`src/rtl/spi_shift_master.sv`:
```
// rtl/spi_shift_master.sv - Mode-0 SPI master shift engine driven by a divided sclk_in
module spi_shift_master #(
    parameter int DATA_W = 8
) (
    input  logic              clk,
    input  logic              rst,
    input  logic              sclk_in,
    input  logic              start,
    input  logic [DATA_W-1:0] tx_data,
    input  logic              miso,
    output logic              spi_sclk,
    output logic              mosi,
    output logic              cs_n,
    output logic [DATA_W-1:0] rx_data,
    output logic              busy,
    output logic              done
);

    localparam int CNT_W = $clog2(DATA_W + 1);
    localparam logic [CNT_W-1:0] CNT_MAX = CNT_W'(DATA_W);

    typedef enum logic [1:0] {
        IDLE  = 2'd0,
        SYNC  = 2'd1,
        XFER  = 2'd2,
        TRAIL = 2'd3
    } state_t;

    state_t            state, state_d;
    logic              sclk_q;
    logic [DATA_W-1:0] tx_shift, tx_shift_d;
    logic [DATA_W-1:0] rx_shift, rx_shift_d;
    logic [CNT_W-1:0]  bit_cnt, bit_cnt_d;
    logic              spi_sclk_d, mosi_d, cs_n_d, busy_d, done_d;
    logic [DATA_W-1:0] rx_data_d;
    logic              rise, fall;

    // Edges of the divider clock, seen one clk after sclk_in changes
    assign rise = sclk_in & ~sclk_q;
    assign fall = ~sclk_in & sclk_q;

    // State and every output are registered; reset returns everything to idle
    always_ff @(posedge clk) begin
        if (rst) begin
            state    <= IDLE;
            sclk_q   <= 1'b0;
            tx_shift <= '0;
            rx_shift <= '0;
            bit_cnt  <= '0;
            spi_sclk <= 1'b0;
            mosi     <= 1'b0;
            cs_n     <= 1'b1;
            rx_data  <= '0;
            busy     <= 1'b0;
            done     <= 1'b0;
        end else begin
            state    <= state_d;
            sclk_q   <= sclk_in;
            tx_shift <= tx_shift_d;
            rx_shift <= rx_shift_d;
            bit_cnt  <= bit_cnt_d;
            spi_sclk <= spi_sclk_d;
            mosi     <= mosi_d;
            cs_n     <= cs_n_d;
            rx_data  <= rx_data_d;
            busy     <= busy_d;
            done     <= done_d;
        end
    end

    // Transfer sequencing: wait for a fall to open CS, shift on edges, close CS on the next rise
    always_comb begin
        state_d    = state;
        tx_shift_d = tx_shift;
        rx_shift_d = rx_shift;
        bit_cnt_d  = bit_cnt;
        spi_sclk_d = spi_sclk;
        mosi_d     = mosi;
        cs_n_d     = cs_n;
        rx_data_d  = rx_data;
        busy_d     = busy;
        done_d     = 1'b0;

        case (state)
            IDLE: begin
                if (start && !busy) begin
                    tx_shift_d = tx_data;
                    bit_cnt_d  = '0;
                    busy_d     = 1'b1;
                    state_d    = SYNC;
                end
            end
            SYNC: begin
                // Starting on a fall gives the first bit half a period of setup
                if (fall) begin
                    cs_n_d  = 1'b0;
                    mosi_d  = tx_shift[DATA_W-1];
                    state_d = XFER;
                end
            end
            XFER: begin
                if (rise) begin
                    spi_sclk_d = 1'b1;
                    rx_shift_d = {rx_shift[DATA_W-2:0], miso};
                    bit_cnt_d  = bit_cnt + CNT_W'(1);
                end else if (fall) begin
                    spi_sclk_d = 1'b0;
                    if (bit_cnt == CNT_MAX) begin
                        state_d = TRAIL;
                    end else begin
                        tx_shift_d = tx_shift << 1;
                        mosi_d     = tx_shift[DATA_W-2];
                    end
                end
            end
            TRAIL: begin
                // Half-period CS hold after the last falling edge
                if (rise) begin
                    cs_n_d    = 1'b1;
                    rx_data_d = rx_shift;
                    done_d    = 1'b1;
                    busy_d    = 1'b0;
                    mosi_d    = 1'b0;
                    state_d   = IDLE;
                end
            end
            default: state_d = IDLE;
        endcase
    end

endmodule

```
`config.mk`:
```
export PLATFORM = sky130hd
export DESIGN_NAME = spi_shift_master
export DESIGN_NICKNAME = d
export VERILOG_FILES = /design/src/rtl/spi_shift_master.sv
export SDC_FILE = /design/constraint.sdc
export NUM_CORES = 1
export LEC_CHECK = 0
export BUFFER_PORTS_ARGS = -buffer_cell sky130_fd_sc_hd__clkbuf_2
export CORE_ASPECT_RATIO = 0.7
export CORE_MARGIN = 4
export CORE_UTILIZATION = 45
export DETAILED_ROUTE_END_ITERATION = 8
export GPL_ROUTABILITY_DRIVEN = 0
export PLACE_DENSITY = 0.66
export SYNTH_ARGS = -nofsm -noshare
export SYNTH_HDL_FRONTEND = slang
export SYNTH_SLANG_ARGS = --single-unit
```
`constraint.sdc`:
```
create_clock -name clk -period 3.8 [get_ports clk]
set_input_delay 0.19 -clock clk [delete_from_list [all_inputs] [get_ports clk]]
set_output_delay 0.19 -clock clk [all_outputs]
set_load 0.01 [all_outputs]
```
# Word level (Yosys, flattened, before mapping)
# Index checks and enable logic that the tools add are counted.
# word_totals
out_inout_bits	13
elab_cells	75
reg_bits	36
# op_classes
addsub	1
n_eq_ne	12
bitwise_logic	5
n_reduce_logical	18
n_mux	28
# ops
cell	n
$mux W8	4
$ne A2 B2 Y1 const B	8
$pmux W8 S2	1
$mux W2	6
$reduce_and A6 Y1	2
$mux W1	10
$reduce_and A3 Y1	3
$mux W4	2
$pmux W2 S4	1
$pmux W4 S2	1
$reduce_bool A2 Y1	4
$reduce_and A2 Y1	3
$reduce_and A5 Y1	1
$add A4 B1 Y4 const B	1
$eq A2 B2 Y1 const B	2
$eq A4 B4 Y1 const B	1
$pmux W1 S2	2
$not A1 Y1	3
$pmux W1 S3	1
$reduce_bool A3 Y1	1
$and A1 B1 Y1	2
$eq A2 B1 Y1 const B	1
$logic_not A2 Y1	1
$reduce_or A2 Y1	1
other kinds (2)	2

# Logic depth before layout (Yosys ltp)
# Gate-level depths: netlist (run 1).
# logic_depth
ltp_word	5
depth_mapped	8

# Worst setup path before layout (run 1)
# No wires, ideal clock.
# synth_path
kind	register -> register
startpoint	reg state[0]
endpoint	reg tx_shift[5]
arrival_ns	1.672
period_less_slack_ns	1.742
stages_incl_launch_ff	8
path_slack_ns	2.058
cell_sequence	dfxtp_1 -> inv_1 -> ha_1 -> buf_2 -> mux2_4 -> buf_6 -> or3_1 -> a21oi_1
# synth_between
elab_chain_cells	3
word_cells_on_any_way	9
cone_classes	eq/ne (5); mux (1); reduce/logical (3)
# synth_rtl
element	line	rtl
start: declaration	29	state_t state, state_d;
start signal: assignment	57	state <= state_d;
$eq A2 B2 Y1 or $logic_not A2 Y1 (tied branches)	84	case (state)
$ne A2 B2 Y1 (no line) or $reduce_bool A2 Y1 (tied branches)	--	
$reduce_and A5 Y1 (no line)	--	
end signal: assignment	59	tx_shift <= tx_shift_d;
end: declaration	31	logic [DATA_W-1:0] tx_shift, tx_shift_d;
# Parallel ways exist; a longest one is shown, timed or not.
# A chain may end at the register's enable or synchronous reset.

# Worst setup path after layout (run 1)
# layout_path
startpoint	reg state[0]
endpoint	reg tx_shift[0]
# Same word-level chain as after synthesis.

==> reports/summary.json, run 1 <==
{
  "run_status": {
    "run_status": "complete, no violations"
  },
  "power": {
    "total_switching_power_mw": 0.385,
    "switching_share_pct": 32.7,
    "power.sequential.fraction_pct": 38.1,
    "power-per-cell-area_nw_per_um2": 611,
    "ir_drop_uv": 311,
    "intPower_mw": 0.794,
    "cellLeakagePower_nw": 0.724,
    "pwr-share-clk_pct": 31.7,
    "comb_power_share_pct": 30.1
  },
  "logic_synthesis": {
    "ys_seq_area_share_pct": 43.0,
    "netlist_instances": 198,
    "yosys_most_used_dff": "sky130_fd_sc_hd__dfxtp_1",
    "ys_async_sr_fraction_pct": 0,
    "synth.net_count": 220,
    "netlist-cell-type-count": 30,
    "synth_edf_count": 0,
    "synthesis.yosys.warnings": 0,
    "yosys_register_bits": 36,
    "synth_area_um2": 1680,
    "post_synth.cell_area_avg_um2": 8.46
  },
  "clock_tree": {
    "resized_gates_after_cts": 0,
    "cts_num_sinks": 36,
    "clock_latency_ns": 0.30,
    "ctsHtreeMaxLevel": 2,
    "cts_buffers": 5,
    "post_cts.repair.setup_buffers": 0,
    "holdBufCountCts": 0,
    "ctsLongestPathBuffers": 2,
    "cts_tree": "built",
    "cts_clock_pin_slew_for_the_worst_setup_and_hold_paths_ns": 0.08,
    "clock-root-buffer": "sky130_fd_sc_hd__clkbuf_8"
  },
  "floorplan": {
    "die_height_um": 59.1,
    "floorplan.die_area_um2": 4780,
    "start_util_pct": 47.1,
    "die_width_um": 80.9,
    "core_um2": 3560,
    "io_pins": 26,
    "rows": 18
  },
  "grt": {
    "grt_start_max_net_pins": 38,
    "grt_pass1_wl_um": 5650,
    "grt_use_total_pct": 15.7,
    "grt.overflow.total": 0,
    "grt_antenna_before_repair": 0,
    "grt_pass1_vias": 1176
  },
  "min_path": {
    "hold_path_class": "input pin to flop"
  },
  "worst_setup_path": {
    "crit_path_end_kind": "flop",
    "category_of_the_critical_setup_timing_path": "flop to flop",
    "required_time_of_the_critical_path_ns": 4.02,
    "critical_path.cell_chain": "inv_1 > ha_1 > inv_4 > a31oi_1 > o21ai_0 > a21oi_1",
    "critical-path-slowest-cell": "sky130_fd_sc_hd__a31oi_1",
    "critical_path_peak_fanout": 17,
    "crit_arrival_ns": 2.63,
    "critical_path.max_stage_delay_ns": 0.75,
    "crit_path_start_kind": "flop"
  },
  "detailed_routing": {
    "detailroute.via_count": 1382,
    "route.final.wire_length_um": 3410,
    "drcViolationCount": 0,
    "vias_per_cell": 5.12,
    "drt_first_iter_violations": 106,
    "routed_antenna_nets": 0,
    "drt_pre_antenna_iters": 4,
    "wl_per_cell_um": 12.6
  },
  "timing": {
    "setup_tns_ns": 0,
    "report.final.slew_viol_count": 0,
    "final.min_clock_period_ns": 2.41,
    "setup-violations-final": 0,
    "max_freq_mhz": 415,
    "relSlewSlack_pct": 34.5,
    "rsz0062_at_grt": "false",
    "final.setup_skew_ns": 0.00856,
    "max_slew.worst_pin.slew_ns": 0.978,
    "finalCritPeriodShare_pct": 63.4,
    "finalHoldViolations": 0,
    "finalWorstSetupSlack_ns": 1.39
  },
  "placement": {
    "pre_cts_ws_ns": 1.42,
    "io_buffer_count": 25,
    "place_area_um2": 1800,
    "dpl.hpwl_um": 2270
  },
  "layout": {
    "area_delta_synth_final_pct": 15.2,
    "antenna_cells": 0,
    "final_core_utilization_pct": 54.2,
    "finalNetCount": 241,
    "layout.cell_area.non_filler_um2": 1930,
    "final_layout_size_suffix_gt1_share_pct": 16.8
  },
  "flow_run": {
    "cap_violations": 0
  }
}
==> cell usage in the layout (no fill, tap or decap), types with 4 or more instances in the layout <==
master,n
sky130_fd_sc_hd__dfxtp_1,36
sky130_fd_sc_hd__a21oi_1,31
sky130_fd_sc_hd__nand2_1,30
sky130_fd_sc_hd__clkbuf_2,25
sky130_fd_sc_hd__o21ai_0,12
sky130_fd_sc_hd__mux2i_1,9
sky130_fd_sc_hd__nand3_1,9
sky130_fd_sc_hd__or3_1,9
sky130_fd_sc_hd__ha_1,9
sky130_fd_sc_hd__inv_1,8
sky130_fd_sc_hd__nor2_1,7
sky130_fd_sc_hd__clkbuf_8,7
sky130_fd_sc_hd__nand2b_1,5
sky130_fd_sc_hd__a211oi_1,4
==> layer usage <==
layer,part of all wire [%],routed length (um),vias to the layer above,global-route usage (%)
li1,-,-,731,-
met1,53,1810,614,23.0
met2,40,1370,31,20.9
met3,5.0,169,6,4.56
met4,1.7,59,0,7.23
met5,0,0,-,0
==> flip-flops by register name, indices dropped and copies added (netlist names) <==
name / flops
cs_n: 1
spi_sclk: 1
busy: 1
mosi: 1
done: 1
sclk_q: 1
rx_data: 8
state: 2
tx_shift: 8
bit_cnt: 4
rx_shift: 8
==> synth_stat cells, drive strengths merged, types with 2 or more instances <==
cell    count  area [um^2]
dfxtp      36          721
a21oi      31          155
nand2      30          113
o21ai      12         60.1
ha          9          113
inv         9         36.3
mux2i       9         90.1
nand3       9         45.0
or3         9         56.3
nor2        7         26.3
clkbuf      6         22.5
nand2b      6         45.0
buf         5         37.5
a211oi      4         30.0
nor3        3         15.0
xnor2       2         17.5
==> power groups by stage <==
stage,sequential (mW),clock (mW),combinational (mW)
finish,0.450,0.374,0.355
global route,0.456,0.392,0.401
CTS,0.450,0.382,0.353
detailed placement,0.458,0,0.350
global placement,0.458,0,0.352
floorplan,0.454,0,0.300
==> cell type report <==
cell class              count  area (um^2)
clock buffers               7         96.3
clock inverters             1         30.0
fillers                   365         1630
inverters                   9         36.3
multi-input cells         142          858
flip-flops and latches     36          721
well taps                  50         62.6
repair buffers             25          125
==> kinds of logic (layout without fill, tap and decap cells) <==
kind of cell / count (synthesis) / in the layout / synth area share [%]
and+or+nand+nor: 67 / 67 / 19.3
buffers and inverters: 20 / 42 / 5.75
DFF: 36 / 36 / 43.0
AOI/OAI and AO/OA: 54 / 54 / 17.9
xor gates and xnor gates: 2 / 2 / 1.05
adders and majority gates: 9 / 9 / 6.72
muxes: 10 / 10 / 6.27
==> worst max-delay path: cells and delay by family, from the launching register on <==
family	cells	cell delay (ns)
compound gates	3	1.16
fa+ha+maj	1	0.65
flops	1	0.34
buf+inv	2	0.19
==> metrics by stage <==
stage / total power [mW] / std cells / hold slack (ns)
after floorplan: 0.754 / 198 / 0.319
after global placement: 0.810 / 262 / 0.420
after detailed placement: 0.808 / 262 / 0.422
after CTS: 1.19 / 270 / 0.103
after global routing: 1.25 / 270 / 0.130
final: 1.18 / 270 / 0.113
==> path summary, 6_finish.rpt <==
check	slack, ns	depth (start not counted)	from	endpoint
hold / removal	0.11	3	miso	rx_shift[0]
setup / recovery	1.39	6	state[0]	tx_shift[0]
hold reg to reg	0.45	2	rx_data[4]	rx_data[4]
setup reg to reg	1.39	6	state[0]	tx_shift[0]
(Power assumes the default switching activity.)
==> run 2: changes to the inputs <==
Settings changed: PLACE_DENSITY 0.66 to 0.68.
Clock period 3.8 ns to 2 ns, I/O delays scaled along.
==> reports/summary.json, run 2 (same netlist as run 1, synthesis figures left out) <==
{
  "detailed_routing": {
    "routed_antenna_nets": {"value": 0, "change": "unchanged"},
    "wl_per_cell": {"value": 12.2, "unit": "um", "change": "-3.8%"},
    "drt_first_iter_violations": {"value": 115, "change": "+8.5%"},
    "drcViolationCount": {"value": 0, "change": "unchanged"},
    "route.final.wire_length": {"value": 3350, "unit": "um", "change": "-1.6%"},
    "vias_per_cell": {"value": 5.03, "change": "-1.7%"},
    "drt_pre_antenna_iters": {"value": 4, "change": "unchanged"},
    "detailroute.via_count": {"value": 1389, "change": "+0.51%"}
  },
  "worst_setup_path": {
    "crit_arrival": {"value": 2.01, "unit": "ns", "change": "-0.62 ns"},
    "crit_path_end_kind": "flop",
    "crit_path_start_kind": "flop",
    "path_buf_inv": {"value": 2, "change": "unchanged"},
    "critical-path-slowest-cell": "sky130_fd_sc_hd__ha_1",
    "path_delay_family": "adder cells",
    "critical_path.cell_chain": "inv_1 > ha_1 > inv_4 > mux2_4 > or3_1 > a21oi_1",
    "path_depth": {"value": 6, "change": "unchanged"},
    "required_time_of_the_critical_path": {"value": 2.21, "unit": "ns", "change": "-1.81 ns"},
    "reg2reg_depth": {"value": 6, "change": "unchanged"},
    "category_of_the_critical_setup_timing_path": "flop to flop",
    "critical_path.max_stage_delay": {"value": 0.36, "unit": "ns", "change": "-0.39 ns"},
    "worst_setup_path_startpoint": "state[0]",
    "critical_path_peak_fanout": {"value": 15, "change": "-2"},
    "rr_startpoint": "state[0]"
  },
  "timing": {
    "final.min_clock_period": {"value": 1.80, "unit": "ns", "change": "-0.607 ns"},
    "finalCritPeriodShare": {"value": 90.2, "unit": "%", "change": "+27 points"},
    "rsz0062_at_grt": "false",
    "finalHoldViolations": {"value": 0, "change": "unchanged"},
    "finalHoldWorstSlack": {"value": 0.0315, "unit": "ns", "change": "-0.0819 ns"},
    "max_freq": {"value": 555, "unit": "MHz", "change": "+34%"},
    "setup_tns": {"value": 0, "unit": "ns", "change": "unchanged"},
    "max_slew.worst_pin.slew": {"value": 0.724, "unit": "ns", "change": "-0.254 ns"},
    "report.final.slew_viol_count": {"value": 0, "change": "unchanged"},
    "setup-violations-final": {"value": 0, "change": "unchanged"},
    "final.setup_skew": {"value": 0.00781, "unit": "ns", "change": "-0.000742 ns"},
    "relSlewSlack": {"value": 51.7, "unit": "%", "change": "+17 points"}
  },
  "clock_tree": {
    "post_cts.repair.setup_buffers": {"value": 0, "change": "unchanged"},
    "clock-root-buffer": "sky130_fd_sc_hd__clkbuf_8",
    "holdBufCountCts": {"value": 0, "change": "unchanged"},
    "cts_num_sinks": {"value": 36, "change": "unchanged"},
    "resized_gates_after_cts": {"value": 0, "change": "unchanged"},
    "ctsHtreeMaxLevel": {"value": 2, "change": "unchanged"},
    "cts_tree": "built",
    "cts_buffers": {"value": 5, "change": "unchanged"},
    "cts_clock_pin_slew_for_the_worst_setup_and_hold_paths": {"value": 0.08, "unit": "ns", "change": "about the same"},
    "clock_latency": {"value": 0.29, "unit": "ns", "change": "about the same"},
    "ctsLongestPathBuffers": {"value": 2, "change": "unchanged"}
  },
  "layout": {
    "final_layout_size_suffix_gt1_share": {"value": 19.0, "unit": "%", "change": "+2.2 points"},
    "finalNetCount": {"value": 247, "change": "+2.5%"},
    "mostFrequentLayoutCells": "sky130_fd_sc_hd__dfxtp_1, sky130_fd_sc_hd__a21oi_1, sky130_fd_sc_hd__nand2_1",
    "final_core_utilization": {"value": 55.1, "unit": "%", "change": "+0.84 points"},
    "biggestRegsByFlops": "rx_data (8), rx_shift (8), tx_shift (8)",
    "area_delta_synth_final_pct": 17.0,
    "mostFrequentLayoutCell": "sky130_fd_sc_hd__dfxtp_1",
    "antenna_cells": {"value": 0, "change": "unchanged"}
  },
  "floorplan": {
    "io_pins": {"value": 26, "change": "unchanged"},
    "die_height": {"value": 59.1, "unit": "um", "change": "unchanged"},
    "core": {"value": 3560, "unit": "um^2", "change": "unchanged"},
    "floorplan.die_area": {"value": 4780, "unit": "um^2", "change": "unchanged"},
    "die_width": {"value": 80.9, "unit": "um", "change": "unchanged"},
    "start_util": {"value": 47.1, "unit": "%", "change": "unchanged"},
    "rows": {"value": 18, "change": "unchanged"}
  },
  "grt": {
    "grt.overflow.total": {"value": 0, "change": "unchanged"},
    "grt_pass1_vias": {"value": 1323, "change": "+13%"},
    "grt_start_max_net_pins": {"value": 38, "change": "unchanged"},
    "grt_pass1_wl": {"value": 6160, "unit": "um", "change": "+9.0%"},
    "grt_antenna_before_repair": {"value": 0, "change": "unchanged"},
    "grt_use_total": {"value": 16.6, "unit": "%", "change": "+0.92 points"}
  },
  "flow_run": {
    "cap_violations": {"value": 0, "change": "unchanged"}
  },
  "min_path": {
    "hold_path_class": "input pin to flop",
    "hold_path_depth": {"value": 3, "change": "unchanged"},
    "worstHoldStart": "miso"
  },
  "power": {
    "power-per-cell-area": {"value": 1120, "unit": "nW/um^2", "change": "+83%"},
    "cellLeakagePower": {"value": 0.745, "unit": "nW", "change": "+2.8%"},
    "ir_drop": {"value": 598, "unit": "uV", "change": "+92%"},
    "power.total": {"value": 2.20, "unit": "mW", "change": "+86%"}
  },
  "run_status": {
    "run_status": "complete, no violations"
  },
  "placement": {
    "io_buffer_count": {"value": 25, "change": "unchanged"},
    "dpl.hpwl": {"value": 2310, "unit": "um", "change": "+1.5%"}
  }
}
## run 2: cell type report
| class | count | area [um^2] |
|---|---|---|
| clock inverters | 3 | 42.5 |
| multi-input cells | 142 | 858 |
| inverters | 9 | 36.3 |
| clock buffers | 5 | 68.8 |
| repair buffers | 31 | 170 |
| well taps | 50 | 62.6 |
| fillers | 345 | 1600 |
| flip-flops and latches | 36 | 721 |
## run 2: report_power, final
group / leakage, nW / total, mW / switching (mW) / internal, mW
combinational: 0.399 / 0.706 / 0.410 / 0.296
sequential: 0.292 / 0.853 / 0.0559 / 0.798
clock: 0.0541 / 0.637 / 0.268 / 0.369
## run 2: tightest hold or removal path: stages
cell and delay, ns:
sky130_fd_sc_hd__clkbuf_2 0.08, sky130_fd_sc_hd__nand2_1 0.04, sky130_fd_sc_hd__a21oi_1 0.05
## run 2: per-stage QoR
step	setup WS (ns)	std cells	cell area (um^2)
floorplan	0.258	198	1680
global placement	0.256	268	1850
detailed placement	0.229	268	1850
CTS	0.196	276	1960
global route	0.00439	276	1960
finish	0.197	276	1960
## run 2: final timing paths
kind	end	slack, ns
max	tx_shift[2]	0.20
min	rx_shift[0]	0.03
max reg2reg	tx_shift[2]	0.20
min reg2reg	rx_data[6]	0.45
## run 2: routing by layer
metal | track usage (%) | vias up | share of wire, %
met1 | 24.4 | 622 | 53
met2 | 23.5 | 21 | 42
li1 | - | 742 | -
met4 | 5.06 | 0 | 0.72
met3 | 4.71 | 4 | 4.2
met5 | 0 | - | 0
